`src/rtl/apb_slave_mem_ws_if.sv`:
```
// APB4 signal bundle between a requester and the apb_slave_mem_ws completer.
interface apb_slave_mem_ws_if #(
    parameter int ADDR_W = 8,
    parameter int DATA_W = 32
);
    logic [ADDR_W-1:0]   paddr;
    logic                psel;
    logic                penable;
    logic                pwrite;
    logic [DATA_W-1:0]   pwdata;
    logic [DATA_W/8-1:0] pstrb;
    logic [DATA_W-1:0]   prdata;
    logic                pready;
    logic                pslverr;

    // Handshake: a transfer starts with one cycle of psel=1/penable=0 and continues with
    // psel=1/penable=1 held until the edge where pready=1; pslverr/prdata are valid only then.
    modport master (
        output paddr, psel, penable, pwrite, pwdata, pstrb,
        input  prdata, pready, pslverr
    );

    modport slave (
        input  paddr, psel, penable, pwrite, pwdata, pstrb,
        output prdata, pready, pslverr
    );
endinterface

```
`src/rtl/apb_slave_mem_ws.sv`:
```
// APB4 completer backed by a byte-strobed register file, with programmable wait states
// and pslverr on out-of-range or misaligned addresses.
module apb_slave_mem_ws #(
    parameter int ADDR_W      = 8,
    parameter int DATA_W      = 32,
    parameter int DEPTH       = 32,
    parameter int WAIT_STATES = 0
) (
    input  logic              pclk,
    input  logic              preset,
    apb_slave_mem_ws_if.slave bus,
    output logic [1:0]        dbg_state
);

    localparam int STRB_W = DATA_W / 8;
    localparam int OFF_W  = $clog2(STRB_W);
    localparam int IDX_W  = (DEPTH > 1) ? $clog2(DEPTH) : 1;
    localparam logic [ADDR_W-1:0] OFF_MASK = ADDR_W'((1 << OFF_W) - 1);
    localparam logic [ADDR_W-1:0] DEPTH_A  = ADDR_W'(DEPTH);
    localparam logic [3:0]        WS_M1    = (WAIT_STATES > 0) ? 4'(WAIT_STATES - 1) : 4'd0;

    // The setup phase is decoded while still in IDLE so that the registered pready
    // lands in access cycle WAIT_STATES+1; ACCESS then covers the pready-low cycles.
    typedef enum logic [1:0] {
        IDLE   = 2'd0,
        ACCESS = 2'd1,
        DONE   = 2'd2
    } state_t;

    state_t state, state_next;
    logic [3:0] cnt, cnt_next;
    logic       start;
    logic       finish;

    logic [ADDR_W-1:0] lat_addr;
    logic              lat_write;
    logic [DATA_W-1:0] lat_wdata;
    logic [STRB_W-1:0] lat_strb;

    logic [ADDR_W-1:0] req_addr;
    logic              req_write;
    logic [DATA_W-1:0] req_wdata;
    logic [STRB_W-1:0] req_strb;
    logic [ADDR_W-1:0] idx;
    logic [IDX_W-1:0]  mem_idx;
    logic              err;

    logic [DATA_W-1:0] mem [DEPTH];
    logic [DATA_W-1:0] prdata_q;
    logic              pready_q;
    logic              pslverr_q;

    always_comb begin
        state_next = state;
        cnt_next   = cnt;
        start      = 1'b0;
        unique case (state)
            IDLE: begin
                if (bus.psel && !bus.penable) start = 1'b1;
            end
            ACCESS: begin
                if (!(bus.psel && bus.penable)) state_next = IDLE;
                else if (cnt == 4'd0)           state_next = DONE;
                else                            cnt_next   = cnt - 4'd1;
            end
            DONE: begin
                state_next = IDLE;
                if (bus.psel && !bus.penable) start = 1'b1;
            end
            default: state_next = IDLE;
        endcase
        if (start) begin
            if (WAIT_STATES == 0) begin
                state_next = DONE;
            end else begin
                state_next = ACCESS;
                cnt_next   = WS_M1;
            end
        end
    end

    // A transfer finishing straight out of the setup phase has not latched yet, so it uses the bus.
    always_comb begin
        req_addr  = (state == ACCESS) ? lat_addr  : bus.paddr;
        req_write = (state == ACCESS) ? lat_write : bus.pwrite;
        req_wdata = (state == ACCESS) ? lat_wdata : bus.pwdata;
        req_strb  = (state == ACCESS) ? lat_strb  : bus.pstrb;
        idx       = req_addr >> OFF_W;
        mem_idx   = idx[IDX_W-1:0];
        err       = ((req_addr & OFF_MASK) != '0) || (idx >= DEPTH_A);
        finish    = (state_next == DONE);
    end

    always_ff @(posedge pclk or posedge preset) begin
        if (preset) begin
            state     <= IDLE;
            cnt       <= '0;
            lat_addr  <= '0;
            lat_write <= 1'b0;
            lat_wdata <= '0;
            lat_strb  <= '0;
            pready_q  <= 1'b0;
            pslverr_q <= 1'b0;
            prdata_q  <= '0;
            for (int i = 0; i < DEPTH; i++) mem[i] <= '0;
        end else begin
            state <= state_next;
            cnt   <= cnt_next;
            if (start) begin
                lat_addr  <= bus.paddr;
                lat_write <= bus.pwrite;
                lat_wdata <= bus.pwdata;
                lat_strb  <= bus.pstrb;
            end
            pready_q  <= finish;
            pslverr_q <= finish && err;
            prdata_q  <= (finish && !err && !req_write) ? mem[mem_idx] : '0;
            if (finish && !err && req_write) begin
                for (int k = 0; k < STRB_W; k++) begin
                    if (req_strb[k]) mem[mem_idx][8*k +: 8] <= req_wdata[8*k +: 8];
                end
            end
        end
    end

    assign bus.pready  = pready_q;
    assign bus.pslverr = pslverr_q;
    assign bus.prdata  = prdata_q;
    assign dbg_state   = state;

endmodule

```
`src/flat_wrapper.sv`:
```
// flat-port wrapper written by rule: the top's interface ports become plain ports
module apb_slave_mem_ws_flat 
#(
    parameter int ADDR_W      = 8,
    parameter int DATA_W      = 32,
    parameter int DEPTH       = 32,
    parameter int WAIT_STATES = 0
)
  (pclk, preset, dbg_state, bus_paddr, bus_psel, bus_penable, bus_pwrite, bus_pwdata, bus_pstrb, bus_prdata, bus_pready, bus_pslverr);
  apb_slave_mem_ws_if #(.ADDR_W(ADDR_W), .DATA_W(DATA_W)) bus_i ();
  input  logic pclk;
  input  logic preset;
  output logic [1:0] dbg_state;
  input wire logic [$bits(bus_i.paddr)-1:0] bus_paddr;
  input wire logic [$bits(bus_i.psel)-1:0] bus_psel;
  input wire logic [$bits(bus_i.penable)-1:0] bus_penable;
  input wire logic [$bits(bus_i.pwrite)-1:0] bus_pwrite;
  input wire logic [$bits(bus_i.pwdata)-1:0] bus_pwdata;
  input wire logic [$bits(bus_i.pstrb)-1:0] bus_pstrb;
  output wire logic [$bits(bus_i.prdata)-1:0] bus_prdata;
  output wire logic [$bits(bus_i.pready)-1:0] bus_pready;
  output wire logic [$bits(bus_i.pslverr)-1:0] bus_pslverr;
  assign bus_i.paddr = bus_paddr;
  assign bus_i.psel = bus_psel;
  assign bus_i.penable = bus_penable;
  assign bus_i.pwrite = bus_pwrite;
  assign bus_i.pwdata = bus_pwdata;
  assign bus_i.pstrb = bus_pstrb;
  assign bus_prdata = bus_i.prdata;
  assign bus_pready = bus_i.pready;
  assign bus_pslverr = bus_i.pslverr;
  apb_slave_mem_ws #(.ADDR_W(ADDR_W), .DATA_W(DATA_W), .DEPTH(DEPTH), .WAIT_STATES(WAIT_STATES)) u_core (.pclk(pclk), .preset(preset), .bus(bus_i), .dbg_state(dbg_state));
endmodule
```
`config.mk`:
```
export PLATFORM = sky130hd
export DESIGN_NAME = apb_slave_mem_ws_flat
export DESIGN_NICKNAME = d
export VERILOG_FILES = /design/src/rtl/apb_slave_mem_ws_if.sv /design/src/rtl/apb_slave_mem_ws.sv /design/src/flat_wrapper.sv
export SDC_FILE = /design/constraint.sdc
export NUM_CORES = 2
export LEC_CHECK = 0
export CAP_MARGIN = 40
export CORE_ASPECT_RATIO = 0.6
export CORE_MARGIN = 2
export CORE_UTILIZATION = 25
export DETAILED_ROUTE_END_ITERATION = 10
export SYNTH_ARGS = -nofsm -noshare
export SYNTH_HDL_FRONTEND = slang
export SYNTH_SLANG_ARGS = --single-unit
```
`constraint.sdc`:
```
create_clock -name pclk -period 47.5 [get_ports pclk]
set_input_delay 9.5 -clock pclk [delete_from_list [all_inputs] [get_ports pclk]]
set_output_delay 9.5 -clock pclk [all_outputs]
set_load 0.1 [all_outputs]
```
==> run_results.csv <==
group,metric,value,unit
routing,maxUsedRoutingLayer,"met5",
floorplan,core_area,185000,um^2
synthesis,synth-edff-count,0,
synthesis,synth_seq_cells,1109,
global_route,overflow,0,
floorplan,num_io_pins,85,
critical_path,required,48140,ps
clock_network,numCtsBuffers,104,
critical_path,cp_slowest_stage_delay,790,ps
global_route,grt_pass1_vias,35593,
routing,wl_met1,70800,um
routing,wl,152000,um
synthesis,syn-num-nets,4881,
worst_hold_path,min_path_type,"register to register",
timing,slew_viol_final,0,
clock_network,cts-root-buf,"clkbuf_16",
routing,vias_per_cell,5.11,
timing,rsz0062_at_grt,"no",
floorplan,die_x,562,um
timing,period_minus_slack,13160,ps
floorplan,placement_rows,122,
floorplan,start_util,25.3,%
final_layout,drive_above_1_share,10.3,%
timing,worst_pin_slew,1170,ps
critical_path,crit_type,"primary input to register",
global_route,grt_pass1_wl,231000,um
final_layout,final_core_util,29.9,%
placed_design,preCtsSetupSlack,33740,ps
placed_design,io_buffers,84,
routing,wl_met3,12900,um
placed_design,dp_hpwl,98200,um
timing,fin_skew,37.2,ps
critical_path,critPathMaxFanout,66,
final_layout,area_delta_synth_final,18.2,%
final_layout,fin_nets,4754,
clock_network,ctsResizeCount,0,
pwr,power_density,36.6,nW/um^2
clock_network,cts_tree,"yes",
critical_path,worstPathArrival,13800,ps
synthesis,synth_ff_type,"dfrtp_1",
outcome,status,"completed",
timing,finalSetupTns,0,ps
routing,dr.pass1.iters,5,
clock_network,cts.sinks,1109,
critical_path,crit_path_cell_trace,"clkdlybuf4s50_1, o31a_4, buf_4, buf_4, o22ai_1, o21ai_0, nand4_1, nor3_1",
clock_network,post-cts-setup-buffers,0,
final_layout,instances_no_fill,7274,
floorplan,die_y,339,um
clock_network,clk_latency,760,ps
clock_network,ctsHoldBuffers,0,
pwr,power_leakage,24.1,nW
clock_network,cts.path.max_buffers,3,
critical_path,timing.critical_path.mode_cell,"buf_4",
synthesis,yosys_warnings,0,
routing,wire_per_inst,20.9,um
routing,drtIter0Drc,4296,
global_route,antenna_found_initial,11,
synthesis,syn_area,46700,um^2
critical_path,slowest_stage,"buf_4",
timing,setup_violations,0,
synthesis,syn_area_per_cell,9.67,um^2
floorplan,die_area,191000,um^2
timing,max_freq,76.0,MHz
synthesis,synth_seq_area_share,59.4,%
pwr,power,0.00202,W
clock_network,h-tree-depth,3,
clock_network,clk_pin_slew,60,ps
synthesis,synth_cell_types,48,
global_route,grt_max_degree,189,
synthesis,async_flop_share,100,%
routing,drc_errors,0,
timing,slew_headroom,22.2,%
routing,vias,37203,
pwr,ir_worst_vdd,0.0289,mV
synthesis,synth_cells,4831,
critical_path,crit_path_end_kind,"register",
placed_design,placed_cells,7075,
placed_design,place.gp.congestion,0.852,
timing,setup_ws,34340,ps
global_route,gr-usage-all-layers,15.7,%
timing,hold_violations,0,
routing,ant_nets,0,
timing,finalCritPeriodShare,27.7,%
routing,wl_met2,65300,um
critical_path,cp-start-kind,"primary input",
run,drv_cap,0,
per-stage QoR:
stage               hold slack [ps]  cell area [um^2]
finish                          480             55200
global route                    496             55200
CTS                             485             55200
detailed placement              470             51600
global placement                461             49800
floorplan                       450             46700
logic make-up after synthesis:
family,Yosys count,share of synthesized area [%]
AOI/OAI and AO/OA,1812,21.0
xor gates and xnor gates,2,0.0375
adders and majority gates,1,0.0268
buffers and inverters,478,4.26
DFF,1109,59.4
muxes,84,1.95
and+or+nand+nor,1345,13.3
worst max-delay path: cells and delay by family:
kind,cells,cell delay (ps)
buf+inv,3,2200
compound gates,3,1370
simple gates,2,600
sequential cells by signal, indices dropped and copies added (netlist names), 2 cells and up:
register,count
u_core.mem,1024
u_core.cnt,4
u_core.lat_strb,4
u_core.dbg_state,2
u_core.lat_addr,8
u_core.bus.prdata,32
u_core.lat_wdata,32
metal layers:
layer / global-route usage (%) / up-vias
met2: 22.6 / 1487
met1: 23.5 / 18653
met3: 3.49 / 204
met5: 0 / -
li1: - / 16851
met4: 3.71 / 8
synthesized netlist by cell type, types with 2 or more instances:
cell / count / area, um^2
nor3b_1: 2 / 15.0
or3_1: 40 / 250
mux2_2: 48 / 541
dfrtp_1: 1109 / 27800
o21ai_1: 193 / 966
mux2i_1: 34 / 340
clkbuf_1: 340 / 1280
a22oi_1: 18 / 135
a21boi_0: 2 / 15.0
and3_1: 29 / 181
buf_4: 8 / 60.1
inv_1: 7 / 26.3
nor3_1: 41 / 205
nand4_1: 56 / 350
nand3_1: 34 / 170
a31oi_1: 7 / 43.8
o22ai_1: 496 / 3100
o21a_1: 2 / 15.0
nand2_1: 494 / 1850
nor3_2: 12 / 120
buf_6: 5 / 56.3
nor2_1: 586 / 2200
nand2b_1: 4 / 25.0
o21ai_0: 506 / 2530
nor4_4: 36 / 766
buf_1: 14 / 52.6
nor4bb_1: 2 / 20.0
buf_2: 104 / 521
a31o_2: 4 / 35.0
a41o_1: 2 / 20.0
xnor2_1: 2 / 17.5
a21oi_1: 578 / 2890
final cells by class:
cell class | count | area [um^2]
diodes | 6 | 15.0
flip-flops and latches | 1109 | 27800
multi-input cells | 3244 | 17600
fillers | 18984 | 130000
well taps | 2480 | 3100
inverters | 7 | 33.8
repair buffers | 238 | 3140
clock buffers | 141 | 2940
clock inverters | 49 | 672
where the power goes:
group	internal [W]	switching [W]	total, W
Sequential	0.000961	0.0000126	0.000973
Combinational	0.0000483	0.000107	0.000155
Clock	0.000503	0.000390	0.000893
Total	0.00151	0.000510	0.00202
worst paths after layout:
path	end	cells past startpoint	slack (ps)	startpoint
hold reg to reg	u_core.mem[631]$_DFFE_PP0P_	2	480	u_core.mem[631]$_DFFE_PP0P_
hold / removal	u_core.mem[631]$_DFFE_PP0P_	2	480	u_core.mem[631]$_DFFE_PP0P_
setup / recovery	u_core.bus.prdata[24]$_DFF_PP0_	8	34340	bus_paddr[2]
min in group asynchronous	u_core.mem[924]$_DFFE_PP0P_	2	9180	preset
setup reg to reg	u_core.bus.prdata[24]$_DFF_PP0_	9	42230	u_core.dbg_state[1]$_DFF_PP0_
max in group asynchronous	u_core.mem[700]$_DFFE_PP0P_	5	35860	preset
cell usage in the layout (no fill, tap or decap), types with 6 or more instances in the layout:
master,n
a21oi_1,578
a22oi_1,18
and3_1,28
buf_12,7
buf_16,41
buf_4,68
buf_6,9
buf_8,28
bufinv_16,12
clkbuf_1,17
clkbuf_16,104
clkbuf_8,20
clkdlybuf4s50_1,83
clkinv_2,23
dfrtp_1,1109
diode_2,6
inv_1,6
mux2_2,48
mux2i_4,33
nand2_1,493
nand3_1,34
nand4_1,56
nor2_1,578
nor3_1,41
nor3_2,12
nor4_4,36
o21ai_0,506
o21ai_1,193
o22ai_1,496
or3_1,40
Power figures use the tool's default switching activity.
